`config.mk`:
```
export PLATFORM = sky130hd
export DESIGN_NAME = machine_step_seq
export DESIGN_NICKNAME = d
export VERILOG_FILES = /design/src/rtl/machine_pkg.sv /design/src/rtl/machine_pending_q.sv /design/src/rtl/machine_step_seq.sv
export SDC_FILE = /design/constraint.sdc
export NUM_CORES = 1
export LEC_CHECK = 0
export CORE_MARGIN = 2
export CORE_UTILIZATION = 60
export CTS_CLUSTER_SIZE = 16
export DETAILED_ROUTE_END_ITERATION = 7
export MAX_ROUTING_LAYER = met4
export PLACE_DENSITY = 0.85
export SETUP_SLACK_MARGIN = 0.4
export SYNTH_ARGS = -nofsm -noshare
export SYNTH_HDL_FRONTEND = slang
export SYNTH_SLANG_ARGS = --single-unit
```
`constraint.sdc`:
```
create_clock -name clk -period 14.05 [get_ports clk]
set_input_delay 2.81 -clock clk [delete_from_list [all_inputs] [get_ports clk]]
set_output_delay 2.81 -clock clk [all_outputs]
set_load 0.05 [all_outputs]
```
`src/rtl/machine_pkg.sv`:
```
// Shared encodings for the sequential machine step block: command ops,
// response codes and the RUN/HALT mode.
package machine_pkg;

    typedef enum logic [1:0] {
        OP_STEP  = 2'b00,
        OP_PUSH  = 2'b01,
        OP_POP   = 2'b10,
        OP_FLUSH = 2'b11
    } op_e;

    typedef enum logic [1:0] {
        RSP_OK     = 2'b00,
        RSP_EMPTY  = 2'b01,
        RSP_FULL   = 2'b10,
        RSP_HALTED = 2'b11
    } rsp_e;

    typedef enum logic {
        ST_RUN  = 1'b0,
        ST_HALT = 1'b1
    } fsm_e;

endpackage

```
`src/rtl/machine_pending_q.sv`:
```
// Circular pending queue of DEPTH entries; DEPTH need not be a power of two,
// so pointers wrap by explicit compare rather than by overflow.
module machine_pending_q
    import machine_pkg::*;
#(
    parameter int DATA_W = 32,
    parameter int DEPTH  = 10,
    parameter int CNT_W  = $clog2(DEPTH + 1)
) (
    input  logic              clk,
    input  logic              rst,
    input  logic              i_push,
    input  logic              i_pop,
    input  logic              i_clear,
    input  logic [DATA_W-1:0] i_data,
    output logic [DATA_W-1:0] o_head,
    output logic [CNT_W-1:0]  o_count,
    output logic              o_full,
    output logic              o_empty
);

    localparam int PTR_W = (DEPTH > 1) ? $clog2(DEPTH) : 1;

    logic [DATA_W-1:0] r_mem [DEPTH];
    logic [PTR_W-1:0]  r_head;
    logic [PTR_W-1:0]  r_tail;
    logic [CNT_W-1:0]  r_count;
    logic              w_doPush;
    logic              w_doPop;

    function automatic logic [PTR_W-1:0] nextPtr(input logic [PTR_W-1:0] p);
        return (p == PTR_W'(DEPTH - 1)) ? '0 : p + PTR_W'(1);
    endfunction

    assign o_full   = (r_count == CNT_W'(DEPTH));
    assign o_empty  = (r_count == '0);
    assign o_count  = r_count;
    assign o_head   = r_mem[r_head];

    // Requests that would overflow or underflow are dropped here as a safety net.
    assign w_doPush = i_push & ~o_full;
    assign w_doPop  = i_pop & ~o_empty;

    always_ff @(posedge clk or posedge rst) begin
        if (rst) begin
            r_head  <= '0;
            r_tail  <= '0;
            r_count <= '0;
        end else if (i_clear) begin
            r_head  <= '0;
            r_tail  <= '0;
            r_count <= '0;
        end else begin
            if (w_doPush) begin
                r_tail <= nextPtr(r_tail);
            end
            if (w_doPop) begin
                r_head <= nextPtr(r_head);
            end
            if (w_doPush && !w_doPop) begin
                r_count <= r_count + CNT_W'(1);
            end else if (w_doPop && !w_doPush) begin
                r_count <= r_count - CNT_W'(1);
            end
        end
    end

    always_ff @(posedge clk) begin
        if (w_doPush && !i_clear) begin
            r_mem[r_tail] <= i_data;
        end
    end

endmodule

```
`src/rtl/machine_step_seq.sv`:
```
// Clocked machine step: state accumulator, pending queue and RUN/HALT mode,
// one tagged response per accepted command through a registered output stage.
module machine_step_seq
    import machine_pkg::*;
#(
    parameter int DATA_W  = 32,
    parameter int DEPTH   = 10,
    parameter int STATE_W = 32,
    parameter int CNT_W   = $clog2(DEPTH + 1)
) (
    input  logic               clk,
    input  logic               rst,
    input  logic               cmd_valid,
    output logic               cmd_ready,
    input  logic [1:0]         cmd_op,
    input  logic [DATA_W-1:0]  cmd_data,
    output logic               resp_valid,
    input  logic               resp_ready,
    output logic [1:0]         resp_code,
    output logic [STATE_W-1:0] resp_data,
    output logic [STATE_W-1:0] state_out,
    output logic [CNT_W-1:0]   count,
    output logic               halted
);

    fsm_e               r_fsm;
    logic [STATE_W-1:0] r_acc;
    logic               r_respValid;
    rsp_e               r_respCode;
    logic [STATE_W-1:0] r_respData;

    op_e                w_op;
    logic               w_accept;
    logic               w_push;
    logic               w_pop;
    logic               w_clear;
    logic [DATA_W-1:0]  w_head;
    logic [CNT_W-1:0]   w_count;
    logic               w_full;
    logic               w_empty;
    logic [STATE_W-1:0] w_sum;

    assign w_op      = op_e'(cmd_op);
    assign cmd_ready = ~r_respValid | resp_ready;
    assign w_accept  = cmd_valid & cmd_ready;
    assign w_sum     = r_acc + STATE_W'(w_head);

    assign resp_valid = r_respValid;
    assign resp_code  = r_respCode;
    assign resp_data  = r_respData;
    assign state_out  = r_acc;
    assign count      = w_count;
    assign halted     = (r_fsm == ST_HALT);

    // Queue side effects only happen in RUN, except FLUSH which always clears.
    always_comb begin
        w_push  = 1'b0;
        w_pop   = 1'b0;
        w_clear = 1'b0;
        if (w_accept) begin
            if (w_op == OP_FLUSH) begin
                w_clear = 1'b1;
            end else if (r_fsm == ST_RUN) begin
                w_push = (w_op == OP_PUSH) & ~w_full;
                w_pop  = ((w_op == OP_STEP) | (w_op == OP_POP)) & ~w_empty;
            end
        end
    end

    machine_pending_q #(
        .DATA_W (DATA_W),
        .DEPTH  (DEPTH),
        .CNT_W  (CNT_W)
    ) u_pendingQ (
        .clk     (clk),
        .rst     (rst),
        .i_push  (w_push),
        .i_pop   (w_pop),
        .i_clear (w_clear),
        .i_data  (cmd_data),
        .o_head  (w_head),
        .o_count (w_count),
        .o_full  (w_full),
        .o_empty (w_empty)
    );

    always_ff @(posedge clk or posedge rst) begin
        if (rst) begin
            r_fsm       <= ST_RUN;
            r_acc       <= '0;
            r_respValid <= 1'b0;
            r_respCode  <= RSP_OK;
            r_respData  <= '0;
        end else if (w_accept) begin
            r_respValid <= 1'b1;
            if (w_op == OP_FLUSH) begin
                r_fsm      <= ST_RUN;
                r_respCode <= RSP_OK;
                r_respData <= STATE_W'(w_count);
            end else if (r_fsm == ST_HALT) begin
                r_respCode <= RSP_HALTED;
                r_respData <= r_acc;
            end else if (w_op == OP_STEP) begin
                if (w_empty) begin
                    r_fsm      <= ST_HALT;
                    r_respCode <= RSP_EMPTY;
                    r_respData <= r_acc;
                end else begin
                    r_acc      <= w_sum;
                    r_respCode <= RSP_OK;
                    r_respData <= w_sum;
                end
            end else if (w_op == OP_PUSH) begin
                if (w_full) begin
                    r_fsm      <= ST_HALT;
                    r_respCode <= RSP_FULL;
                    r_respData <= r_acc;
                end else begin
                    r_respCode <= RSP_OK;
                    r_respData <= STATE_W'(w_count) + STATE_W'(1);
                end
            end else begin
                // POP reports the discarded head; an empty POP echoes the state.
                if (w_empty) begin
                    r_fsm      <= ST_HALT;
                    r_respCode <= RSP_EMPTY;
                    r_respData <= r_acc;
                end else begin
                    r_respCode <= RSP_OK;
                    r_respData <= STATE_W'(w_head);
                end
            end
        end else if (resp_ready) begin
            r_respValid <= 1'b0;
        end
    end

endmodule

```
After elaboration in Yosys (flattened, before gate mapping)
Memory sizes are Yosys's and may differ from the RTL's.
Index checks and enable logic that the tools add are counted.
{"block": "word_totals", "register_bits": 80, "latchBits": 0, "ram_bits": 320, "mem_bits_ro": 0, "inputBits": 38, "memories": 1}
{"block": "classes", "n_addsub": 6, "mul": 0, "n_div": 0, "magnitude_cmp": 0, "eq_ne": 6, "n_shift": 0, "muxes": 40, "bitwise": 12, "n_reduce_logical": 13}
{"name": "u_pendingQ.r_mem", "words": 10, "width": 32, "rd": 1, "rd_clocked_by_memory_dff": 0, "wr": 1, "line": "machine_pending_q.sv:24", "rtl": "logic [DATA_W-1:0] r_mem [DEPTH];"}
{"cell": "two-way mux 32 bit", "n": 7}
{"cell": "two-way mux 4 bit", "n": 9}
{"cell": "adder 32 bit", "n": 1}
{"cell": "two-way mux 1 bit", "n": 19}
{"cell": "adder 4 x 1 -> 4 bit (second input constant)", "n": 3}
{"cell": "== test 4 bit (second input constant)", "n": 3}
{"cell": "two-way mux 2 bit", "n": 5}
{"cell": "nonzero test 2 bit", "n": 3}
{"cell": "adder 4 x 1 -> 5 bit (second input constant)", "n": 1}
{"cell": "AND 1 bit", "n": 5}
{"cell": "NOT 1 bit", "n": 5}
{"cell": "== test 2 bit (second input constant)", "n": 2}
{"cell": "zero test 4 bit", "n": 1}
{"cell": "AND reduction 4 bit", "n": 1}
{"cell": "subtractor 4 x 1 -> 4 bit (second input constant)", "n": 1}
{"cell": "logical AND 1 bit", "n": 3}
{"cell": "zero test 1 bit", "n": 3}
{"cell": "nonzero test 3 bit", "n": 1}
{"cell": "== test 2 x 1 -> 1 bit (second input constant)", "n": 1}
{"cell": "zero test 2 bit", "n": 1}
{"cell": "OR 1 bit", "n": 2}

Longest topological paths before layout
Gate-level depths: netlist of the first run.
{"block": "logic_depth", "word_depth": 12, "depth_mapped": 20, "depth_no_buf": 16}

Cells and area by module
Synthesis of the first run repeated with hierarchy kept, for this count alone.
{"block": "hier_totals", "hier_cells": 1300, "area_unflattened_um2": 18250.0}
{"module": "machine_pending_q", "instances": 1, "cells_each": 663, "area_each_um2": 12987.5, "seq_area_each_um2": 9909.5}
{"module": "machine_step_seq", "instances": 1, "cells_each": 637, "area_each_um2": 5262.5, "seq_area_each_um2": 1701.6}

Worst setup path after synthesis of the first run
OpenSTA, ideal clock, no wires.
{"block": "synth_path", "path_kind": "in2reg", "startpoint": "input cmd_op[0]", "endpoint": "memory u_pendingQ.r_mem[8][0] (enable)", "setup_ns": 0.501, "arrival_time_ns": 7.140, "t_required_ns": 13.549, "setup_slack_ns": 6.409, "stages": 6, "n_path_buf": 2, "path_cell_list": "clkbuf_1 > nor2b_1 > o21ai_1 > or3_1 > clkbuf_1 > nor4_1"}
{"block": "synth_between", "elab_chain_cells": 9, "elab_cells_between_ends": 13, "classes_between": "2 x eq/ne; 7 x mux; 2 x bitwise; 2 x reduce/logical"}
{"element": "start, declared", "line": "machine_step_seq.sv:15", "rtl": "input logic [1:0] cmd_op,"}
{"element": "== test 2 x 1 -> 1 bit", "line": "machine_step_seq.sv:64", "rtl": "w_push = (w_op == OP_PUSH) & ~w_full;"}
{"element": "AND 1 bit", "line": "machine_step_seq.sv:64"}
{"element": "two-way mux 1 bit", "line": "machine_step_seq.sv:63", "rtl": "end else if (r_fsm == ST_RUN) begin"}
{"element": "two-way mux 1 bit", "line": "machine_step_seq.sv:61", "rtl": "if (w_op == OP_FLUSH) begin"}
{"element": "two-way mux 1 bit", "line": "machine_step_seq.sv:60", "rtl": "if (w_accept) begin"}
{"element": "AND 1 bit", "line": "machine_pending_q.sv:41", "rtl": "assign w_doPush = i_push & ~o_full;"}
{"element": "logical AND 1 bit *", "line": "machine_pending_q.sv:69", "rtl": "if (w_doPush && !i_clear) begin"}
{"element": "two-way mux 1 bit *", "line": "machine_pending_q.sv:69"}
{"element": "two-way mux 1 bit (implied by the code) *", "line": "machine_pending_q.sv:70", "rtl": "r_mem[r_tail] <= i_data;"}
{"element": "end, declared", "line": "machine_pending_q.sv:24"}
Every way passes the cells marked *; elsewhere a longest branch is shown, timed or not.

Worst setup path in the final report of the first run
{"block": "layout_path", "startpoint": "input resp_ready", "endpoint": "output cmd_ready"}
{"block": "layout_between", "elab_chain_cells": 1}
{"element": "start, declared", "line": "machine_step_seq.sv:18", "rtl": "input logic resp_ready,"}
{"element": "OR 1 bit", "line": "machine_step_seq.sv:44", "rtl": "assign cmd_ready = ~r_respValid | resp_ready;"}
{"element": "end, declared", "line": "machine_step_seq.sv:14", "rtl": "output logic cmd_ready,"}
No other way between the ends.

==> summary.md, run 1 <==
| Metric | Value |
|---|---|
| Result of the run | `complete, no violations` |
| Endpoint of the most critical register-to-register path | `resp_data[31]` |
| Ant diodes | `0` |
| Maximum single-stage delay on the critical path | `0.81 ns` |
| Most frequently used flop master after synthesis | `sky130_fd_sc_hd__edfxtp_1` |
| Syn Inst Count | `1270` |
| Headroom to the max-slew limit | `21.5%` |
| Yosys reg bits | `400` |
| Area share of the leading cell type in the synthesized netlist | `52.9%` |
| Critical Path Source Type | `primary input` |
| CTS tree | `done` |
| Cell seen most often among critical-path stages | `sky130_fd_sc_hd__clkdlybuf4s50_1` |
| Maximum frequency from static timing analysis | `142 MHz` |
| Routed wire length per instance | `23.8 µm` |
| Iter 0 DRT Violations | `1427` |
| Area added between synthesis and finish | `14.2%` |
| Mean post-synth cell area | `14.3 µm²` |
| Power per unit of standard cell area | `241 mW/mm²` |
| Number of global-route vias before repair | `11362` |
| Weighted congestion at the end of routability-driven global placement | `0.928` |
| Critical path's top delay family | `buffers and inverters` |
| Root buf cell | `sky130_fd_sc_hd__clkbuf_16` |
| Post-CTS sizing | `0` |
| Cell count of the worst reg-to-reg path | `16` |
| Total area of multi-input combinational cells | `0.00618 mm²` |
| I/O Buffers | `110` |
| Number of design rule violations left after detail routing | `0` |
| Final net count | `1438` |
| CTS HTree Levels | `2` |
| Cell type contributing the most total cell area after synthesis | `sky130_fd_sc_hd__edfxtp_1` |
| CP Data Required Time | `11.24 ns` |
| Worst path slowest cell | `sky130_fd_sc_hd__clkdlybuf4s50_1` |
| Total negative slack | `0 ns` |
| Transition time of the tightest slew-check pin | `1.18 ns` |
| Global-route congestion overflow total | `0` |
| Number of iterations in the first detailed-routing pass | `7` |
| Startpoint of the worst register-to-register path | `u_pendingQ.r_head[0]` |
| Synth cell types | `73` |
| Final count of hold timing violations | `0` |
| Ports | `111` |
| Starting Density | `61.1%` |
| Fraction of layout cells with a size suffix above 1 | `12.0%` |
| Number of setup violations in the final report | `0` |
| Post-Route WL | `42.3 mm` |
| Initial antenna violation count | `0` |
| CTS max path bufs | `3` |
| Number of routed nets with antenna violations | `0` |
| Number of warnings printed during yosys synthesis | `0` |
| Area of the core | `0.0297 mm²` |
| Clock latency on the worst-skew pair | `0.55 ns` |
| Worst endpoint data arrival time | `4.23 ns` |
| Clock slew at reported path FFs | `0.06 ns` |
| Placed wire-length estimate after detailed placement | `25.8 mm` |
| Proportion of synthesized flip-flops having asynchronous set or reset | `20.0%` |
| Area contributors post-synth | `sky130_fd_sc_hd__edfxtp_1 (53%), sky130_fd_sc_hd__dfrtp_1 (11%), sky130_fd_sc_hd__mux4_2 (7.9%)` |
| Start-to-end type of the worst setup path | `primary input to output pin` |
| Chip height | `178 µm` |
| Post-route fraction of the period consumed by the critical path | `50.1%` |
| Hold Slack | `0.482 ns` |
| Number of clock buffers inserted by TritonCTS | `40` |
| EDFF count, synth | `320` |
| Total buffers and inverters traversed by the critical path | `2` |
| Shortest clock period the worst path allows after layout | `7.04 ns` |
| Largest vdd supply drop | `0.128 mV` |
| Number of post-CTS setup repair buffers | `0` |
| Die boundary width | `178 µm` |
| Vias after detailed routing | `11565` |
| Total routing usage reported by global routing | `28.2%` |
| Number of sinks handled by clock tree synthesis | `400` |
| Count of filler cells inserted in the layout | `1912` |
| Min-delay worst type | `register to register` |
| Synthesized area | `0.0182 mm²` |
| Last element of the critical path | `cmd_ready` |
| Number of violations of the max-capacitance limit | `0` |
| Sequential standard cell area | `0.0116 mm²` |
| Wire length of the first global-routing pass | `65.5 mm` |
| Kind of end point of the critical path | `output pin` |
| Detail-routed via count per cell | `6.51` |
| Worst clock skew on the final layout | `0.0261 ns` |
| Standard-cell rows | `63` |
| Standby leakage power | `7.26 nW` |
| CP max FO | `4` |
| Count of pins over their slew limit | `0` |
| Total of hold buffers inserted after clock tree synthesis | `0` |
| Crit. path cell count | `3` |
| Die area | `0.0317 mm²` |
| Cells along the critical path | `clkdlybuf4s50_1, nand2b_1, clkdlybuf4s50_1` |
| Sequential element share of the synthesized area | `64.0%` |
| Worst-case register-to-register setup slack | `8.07 ns` |
| Maximum number of pins on one net before global-route repair | `81` |
| Net Count, Synth | `1347` |
| Critical Path Start | `resp_ready` |
| Unrepaired setup endpoints after global routing | `no` |
==> sequential cells by signal, summed over array words and instances, names as in the netlist <==
signal / count
resp_code: 2
resp_data: 32
resp_valid: 1
state_out: 32
u_pendingQ.o_count: 4
halted: 1
u_pendingQ.r_mem: 320
u_pendingQ.r_head: 4
u_pendingQ.r_tail: 4
==> synth_stat cells, types with 10 or more instances <==
cell,instances
sky130_fd_sc_hd__nand2b_1,11
sky130_fd_sc_hd__nor3_1,19
sky130_fd_sc_hd__edfxtp_1,320
sky130_fd_sc_hd__ha_1,37
sky130_fd_sc_hd__xnor2_1,26
sky130_fd_sc_hd__nor2_1,66
sky130_fd_sc_hd__a221o_1,17
sky130_fd_sc_hd__o21ai_1,25
sky130_fd_sc_hd__a21oi_1,106
sky130_fd_sc_hd__a211oi_1,37
sky130_fd_sc_hd__inv_1,19
sky130_fd_sc_hd__o21ai_0,31
sky130_fd_sc_hd__mux2i_1,36
sky130_fd_sc_hd__clkbuf_1,54
sky130_fd_sc_hd__a22oi_1,13
sky130_fd_sc_hd__a21o_1,16
sky130_fd_sc_hd__nand2_1,101
sky130_fd_sc_hd__buf_2,10
sky130_fd_sc_hd__dfrtp_1,80
sky130_fd_sc_hd__nor2b_1,38
sky130_fd_sc_hd__nand3_1,16
sky130_fd_sc_hd__mux4_2,64
==> logic make-up after synthesis <==
kind of cell | share of synthesized area [%]
buffers and inverters | 2.43
AOI/OAI and AO/OA | 11.9
adders and majority gates | 2.77
muxes | 10.1
DFF | 64.0
xor gates and xnor gates | 1.69
and+or+nand+nor | 7.15
==> power by group <==
| group | leakage (nW) | switching, mW | internal [mW] |
|---|---|---|---|
| Sequential | 3.89 | 0.179 | 1.39 |
| Clock | 0.561 | 0.434 | 0.530 |
| Combinational | 2.81 | 1.52 | 0.955 |
| Total | 7.26 | 2.13 | 2.88 |
==> cells in the final DEF (no fill, tap or decap), drive strengths merged, types with 8 or more instances in the layout <==
master | netlist | routed
a211oi | 39 | 39
a21o | 16 | 16
a21oi | 109 | 109
a221o | 17 | 17
a22oi | 13 | 13
buf | 23 | 16
clkbuf | 54 | 55
clkdlybuf4s50 | 0 | 110
clkinv | 0 | 13
dfrtp | 80 | 80
edfxtp | 320 | 320
ha | 37 | 37
inv | 19 | 19
mux2i | 36 | 36
mux4 | 64 | 64
nand2 | 101 | 101
nand2b | 11 | 11
nand3 | 16 | 16
nor2 | 66 | 66
nor2b | 38 | 38
nor3 | 19 | 19
o21ai | 58 | 58
o21bai | 8 | 8
o22ai | 8 | 8
xnor2 | 26 | 26
xor2 | 9 | 9
==> how the worst min path moves through the flow <==
stage                                    start                    to  slack [ns]  cells past startpoint
after global routing              resp_data[1]          resp_data[1]        0.53                      2
after detailed placement          resp_data[3]          resp_data[3]        0.48                      2
final                             resp_data[3]          resp_data[3]        0.48                      2
after CTS                         resp_data[3]          resp_data[3]        0.49                      2
after floorplan           u_pendingQ.r_tail[3]  u_pendingQ.r_tail[3]        0.52                      2
after global placement            resp_data[3]          resp_data[3]        0.47                      2
==> through the flow <==
stage / std cells / power (mW) / setup slack (ns) / area, µm² / utilization, %
finish: 1777 / 5.01 / 7.01 / 20700 / 69.8
global route: 1777 / 5.27 / 6.94 / 20700 / 69.8
CTS: 1777 / 4.99 / 7.01 / 20700 / 69.8
detailed placement: 1709 / 4.01 / 7.02 / 19600 / 65.9
global placement: 1709 / 3.95 / 7.03 / 19600 / 65.9
floorplan: 1270 / 3.38 / 6.41 / 18200 / -
==> layer usage <==
layer	share of wire (%)	global-route usage (%)
met1	40	37.8
met2	51	46.4
met3	7.6	3.56
met4	1.9	7.41
met5	0	-
==> cell type report <==
class                      count  area share, %
multi-input combinational    774           29.8
inverter                      19          0.350
sequential                   400           56.0
timing repair buffer         126           5.89
tap                          390           2.35
clock inverter                13          0.489
clock buffer                  55           5.10
==> tightest hold or removal path, stage by stage, from the launching register on <==
cell,delay [ns]
sky130_fd_sc_hd__dfrtp_1,0.34
sky130_fd_sc_hd__nand2_1,0.05
sky130_fd_sc_hd__o21ai_1,0.06
Note: power is estimated with default switching activity, not from simulation.
==> inputs of run 2 (changes only) <==
Settings changed: CORE_UTILIZATION 60 to 54, PLACE_DENSITY 0.85 to 0.81.
Clock period 14.05 ns to 5.9 ns, I/O delays scaled along.
==> summary.md, run 2 (same netlist as run 1, synthesis figures left out) <==
| Metric | Value |
|---|---|
| Starting Density | `54.6%` |
| Iter 0 DRT Violations | `1297` |
| Weighted congestion at the end of routability-driven global placement | `0.944` |
| Count of filler cells inserted in the layout | `2384` |
| Number of iterations in the first detailed-routing pass | `5` |
| Post-route fraction of the period consumed by the critical path | `82.9%` |
| Critical Path Source Type | `register` |
| Total of hold buffers inserted after clock tree synthesis | `0` |
| Root buf cell | `sky130_fd_sc_hd__clkbuf_16` |
| Power per unit of standard cell area | `580 mW/mm²` |
| Top library cells by usage in the layout, fill and taps aside | `sky130_fd_sc_hd__edfxtp_1 (320), sky130_fd_sc_hd__clkdlybuf4s50_1 (110), sky130_fd_sc_hd__a21oi_1 (106)` |
| Global-route congestion overflow total | `0` |
| Standard-cell rows | `67` |
| Cell count of the worst reg-to-reg path | `16` |
| Hold Crit Start | `resp_data[3]` |
| Kind of end point of the critical path | `register` |
| Area of the core | `0.0333 mm²` |
| Crit. path cell count | `16` |
| CTS max path bufs | `3` |
| Die boundary width | `187 µm` |
| Worst clock skew on the final layout | `0.0225 ns` |
| Critical Path Start | `u_pendingQ.r_head[0]` |
| Total buffers and inverters traversed by the critical path | `1` |
| Shortest clock period the worst path allows after layout | `4.89 ns` |
| Placed cell count | `1781` |
| CP Data Required Time | `6.32 ns` |
| Register ranked first by flip-flop count | `u_pendingQ.r_mem` |
| Number of sinks handled by clock tree synthesis | `400` |
| Number of setup violations in the final report | `0` |
| Final count of hold timing violations | `0` |
| Maximum frequency from static timing analysis | `205 MHz` |
| Unrepaired setup endpoints after global routing | `no` |
| Final critical-path setup slack | `1.01 ns` |
| Fraction of layout cells with a size suffix above 1 | `13.5%` |
| Total negative slack | `0 ns` |
| Largest vdd supply drop | `0.344 mV` |
| Result of the run | `complete, no violations` |
| Standby leakage power | `7.42 nW` |
| Area added between synthesis and finish | `16.3%` |
| CTS HTree Levels | `2` |
| Most common library cell in the layout ignoring fill and taps | `sky130_fd_sc_hd__edfxtp_1` |
| Final net count | `1453` |
| Min-delay worst type | `register to register` |
| Cells along the critical path | `buf_4, mux4_2, nor2b_1, a211oi_1, a21oi_1, ha_1, a21oi_1, nand2b_1, o21a_2, o211a_1, o21bai_1, a31oi_1, a211oi_2, xnor2_1, a211oi_1, a221o_1` |
| Last element of the critical path | `resp_data[29]` |
| Worst path slowest cell | `sky130_fd_sc_hd__dfrtp_4` |
| Number of post-CTS setup repair buffers | `0` |
| Startpoint of the worst register-to-register path | `u_pendingQ.r_head[0]` |
| Worst endpoint data arrival time | `5.31 ns` |
| Ports | `111` |
| Die area | `0.0351 mm²` |
| Chip height | `187 µm` |
| Clock slew at reported path FFs | `0.07 ns` |
| Maximum single-stage delay on the critical path | `0.80 ns` |
| Transition time of the tightest slew-check pin | `1.05 ns` |
| Number of violations of the max-capacitance limit | `0` |
| Initial antenna violation count | `3` |
| Wire length of the first global-routing pass | `67.8 mm` |
| Overall power after layout | `12.3 mW` |
| Vias after detailed routing | `11564` |
| Number of routed nets with antenna violations | `0` |
| CTS tree | `done` |
| Worst-case setup slack after placement | `1.01 ns` |
| Total routing usage reported by global routing | `25.8%` |
| Hold Slack | `0.483 ns` |
| Post-CTS sizing | `0` |
| I/O Buffers | `110` |
| Routed wire length per instance | `23.6 µm` |
| Headroom to the max-slew limit | `29.8%` |
| Post-Route WL | `43.8 mm` |
| Number of clock buffers inserted by TritonCTS | `41` |
| Placed wire-length estimate after detailed placement | `27.6 mm` |
| Detail-routed via count per cell | `6.22` |
| Sequential standard cell area | `0.0116 mm²` |
| CP max FO | `30` |
| Total area of multi-input combinational cells | `0.00619 mm²` |
| Start-to-end type of the worst setup path | `register to register` |
| Clock latency on the worst-skew pair | `0.55 ns` |
| Number of global-route vias before repair | `11453` |
| Number of design rule violations left after detail routing | `0` |
| Maximum number of pins on one net before global-route repair | `54` |
| Count of pins over their slew limit | `0` |
| Flip-flop count of the largest register after layout | `320` |
| Critical path's top delay family | `compound AO/OA/AOI/OAI gates` |
| Worst-case register-to-register setup slack | `1.01 ns` |
| Final instance count without filler cells | `1858` |
| Endpoint of the most critical register-to-register path | `resp_data[29]` |
-- run 2: worst min path at each step --
stage | end | slack [ns] | cells after the start
final | resp_data[3] | 0.48 | 2
after global routing | resp_data[1] | 0.52 | 2
after CTS | resp_code[0] | 0.49 | 2
after detailed placement | resp_code[0] | 0.47 | 2
after global placement | resp_code[0] | 0.47 | 2
after floorplan | u_pendingQ.r_tail[3] | 0.52 | 2
-- run 2: routing by layer --
layer	vias to the layer above	track usage [%]	share of wire [%]
met5	-	-	0
met4	0	7.66	2.5
met3	93	4.52	8.1
met2	542	41.0	48
met1	5769	34.5	41
li1	5160	-	-
-- run 2: area by class of cell --
type	count	share of cell area (%)
antenna	3	0.0355
timing repair buffer	140	6.40
inverter	19	0.344
tap	448	2.65
sequential	400	55.0
clock inverter	17	0.889
clock buffer	57	5.38
multi-input combinational	774	29.3
-- run 2: tightest hold or removal path: cells and delay by family, from the launching register on --
family,cells,cell delay [ns]
AO/OA/AOI/OAI,1,0.06
flip-flops,1,0.34
AND/OR/NAND/NOR,1,0.05
-- run 2: through the flow --
stage / cell area (µm²) / util, %
6_report: 21100 / 63.5
5_1_grt: 21100 / 63.5
4_1_cts: 21100 / 63.4
3_5_place_dp: 19800 / 59.5
3_3_place_gp: 19800 / 59.5
2_1_floorplan: 18200 / -
-- run 2: power breakdown --
part	switching [mW]	total [mW]	internal (mW)
Combinational	3.63	5.93	2.30
Clock	1.06	2.55	1.49
Sequential	0.470	3.78	3.31
Total	5.16	12.3	7.10
==> edit: new RTL, settings of run 2 <==
Change the parameter `STATE_W` from 32 to 40.
--- a/src/rtl/machine_step_seq.sv
+++ b/src/rtl/machine_step_seq.sv
@@ -6,5 +6,5 @@
     parameter int DATA_W  = 32,
     parameter int DEPTH   = 10,
-    parameter int STATE_W = 32,
+    parameter int STATE_W = 40,
     parameter int CNT_W   = $clog2(DEPTH + 1)
 ) (
Interface: changed (resized resp_data and state_out); port bits go from 111 to 127. No check against the original RTL was run, so the function may have changed too.
==> edit against run 2 <==
Sequential cell count increased by 16. Critical path type unchanged. Setup slack got worse by 0.043 ns. Routed wire length rose by 16%. Largest cell class unchanged. Utilization rose by 0.13 points. Total power grew 6.9%. Area after synthesis up 6.2%. Synthesized cell count rose by 13%. Final area up 6.6%. Count of clock-buffer cells in the layout down 3. Clock skew decreased by 0.0061 ns. Clock power about the same.
==> edit: results (changes against run 2) <==
Status: complete, no violations
First-pass GRT wire length: 77400 microns (+14%)
Initial antenna violation count: 1 (-2)
Average wire per standard cell: 24.7 microns (+4.7%)
DRT Pass-1 Iters: 5 (unchanged)
Antenna-violating nets left: 0 (unchanged)
Proportion of layout cells with a drive suffix above 1: 12.1% (-1.4 points)
Worst-skew pair later-pin latency: 0.55 ns (about the same)
H-tree Lvls: 2 (unchanged)
Leak pwr: 8.00 nW (+7.7%)
DR iter-0 viols: 1409 (+8.6%)
Largest Register: u_pendingQ.r_mem
CTS-repair resized insts: 0 (unchanged)
Peak VDD IR: 370 uV (+7.7%)
Hold crit path type: reg -> reg
Clk pin slew, worst setup/hold paths: 0.06 ns
Fin nets: 1646 (+13%)
Synth top cells by count: edfxtp_1 (320), nand2_1 (142), a21oi_1 (104)
Top area cells in the synthesized netlist: edfxtp_1 (50%), dfrtp_1 (12%), mux4_2 (7.5%)
Routability cong.: 0.982 (+4.1%)
Post-synthesis sequential area ratio: 62.3% (-1.7 points)
Met3 usage: 4.04% (-0.49 points)
Worst EP arrival: 5.41 ns (+0.10 ns)
Synth Warn #: 0 (unchanged)
Worst Path Max Fanout: 37 (+23%)
Busiest layer in global routing: met2
TritonCTS Buffers: 42 (+2.4%)
DPL Wire Length: 32600 microns (+18%)
Net Count, Synth: 1513 (+12%)
Root buffer cell: clkbuf_16
Max FFs per register: 320 (unchanged)
Met1 track demand over resource: 36.8% (+2.3 points)
CTS max path bufs: 3 (unchanged)
Largest net degree at the start of global routing: 70 (+30%)
Gr usage total: 28.6% (+2.8 points)
EDFF count, synth: 320 (unchanged)
Post-synth cell types: 71 (-2.7%)
Placed cell areas: 21200 sq um (+7.1%)
Vias in the first global route: 13221 (+15%)
Final Skew: 0.0163 ns (-0.00614 ns)
Total setup buffers inserted after CTS: 0 (unchanged)
Synth Flop Type: edfxtp_1
Met2 Resource Use GR: 46.4% (+5.4 points)
Post-synth ARST share: 23.1% (+3.1 points)
Switching Fraction: 43.7% (+1.7 points)
Ratio of routed vias to standard cells: 6.39 (+2.7%)
I/O Buffers: 126 (+15%)
Worst Max-Slew Pin Slew: 1.02 ns (-0.0382 ns)
==> edit: cell types whose count changed in the layout (fill, tap and decap cells not counted), sizes merged, moves of 16 or more <==
cell,run 2,this run
dfrtp,80,96
clkdlybuf4s50,110,126
and2,3,37
nand2,101,143
nor2b,38,6
o21ai,58,94
==> edit: power groups by stage <==
stage	clock (mW)	sequential [mW]	combinational, mW
floorplan	0	4.44	4.13
global placement	0	3.94	6.46
detailed placement	0	3.95	6.52
CTS	2.59	3.90	6.57
global route	2.69	3.94	7.18
finish	2.55	3.90	6.65
==> edit: metal layers <==
layer,vias up,part of all wire [%]
met3,148,8.3
li1,5825,-
met4,0,3.8
met2,752,49
met5,-,0
met1,6458,39
==> edit: cells by family after synthesis <==
logic type / share of synthesized area [%]
XOR/XNOR: 1.73
AND/OR/NAND/NOR: 8.18
adder cells (fa/ha/maj): 2.67
AO/OA/AOI/OAI: 13.0
buffers and inverters: 2.34
multiplexers: 9.78
flip-flops: 62.3
==> edit: worst max-delay path, stage by stage (launching register included) <==
cell and delay (ns):
dfrtp_4 0.94, buf_12 0.31, buf_4 0.25, buf_4 0.20, mux4_2 0.51, a211oi_1 0.24, a21oi_1 0.13, ha_1 0.40
inv_1 0.14, or4_1 0.61, o311ai_4 0.28, nand2_2 0.19, or4_4 0.52, nand4_1 0.11
==> edit: layout make-up <==
cell class | instances | area (sq um)
multi-input combinational | 911 | 6910
fill | 2604 | 12900
tap | 461 | 577
timing repair buffer | 165 | 1570
sequential | 416 | 12000
clock buffer | 54 | 1110
clock inverter | 22 | 210
inverter | 32 | 123
antenna | 1 | 2.50
==> edit: stage by stage <==
stage	setup slack (ns)	instances	hold slack (ns)	power, mW
5_1_grt	0.621	2062	0.496	13.8
3_3_place_gp	1.07	1985	0.463	10.4
4_1_cts	0.918	2061	0.486	13.1
2_1_floorplan	0.507	1435	0.509	8.57
3_5_place_dp	0.952	1985	0.473	10.5
6_report	0.967	2062	0.476	13.1
==> edit: final timing paths <==
| kind | cells after the start | startpoint | end | slack, ns |
|---|---|---|---|---|
| worst min-delay path | 2 | resp_data[2] | resp_data[2] | 0.48 |
| worst max-delay path | 13 | u_pendingQ.r_head[0] | resp_data[34] | 0.97 |
| worst max register to register | 13 | u_pendingQ.r_head[0] | resp_data[34] | 0.97 |
| worst min register to register | 2 | resp_data[2] | resp_data[2] | 0.48 |
| min in group asynchronous | 2 | rst | resp_data[0] | 1.19 |
| max in group asynchronous | 3 | rst | state_out[33] | 3.79 |
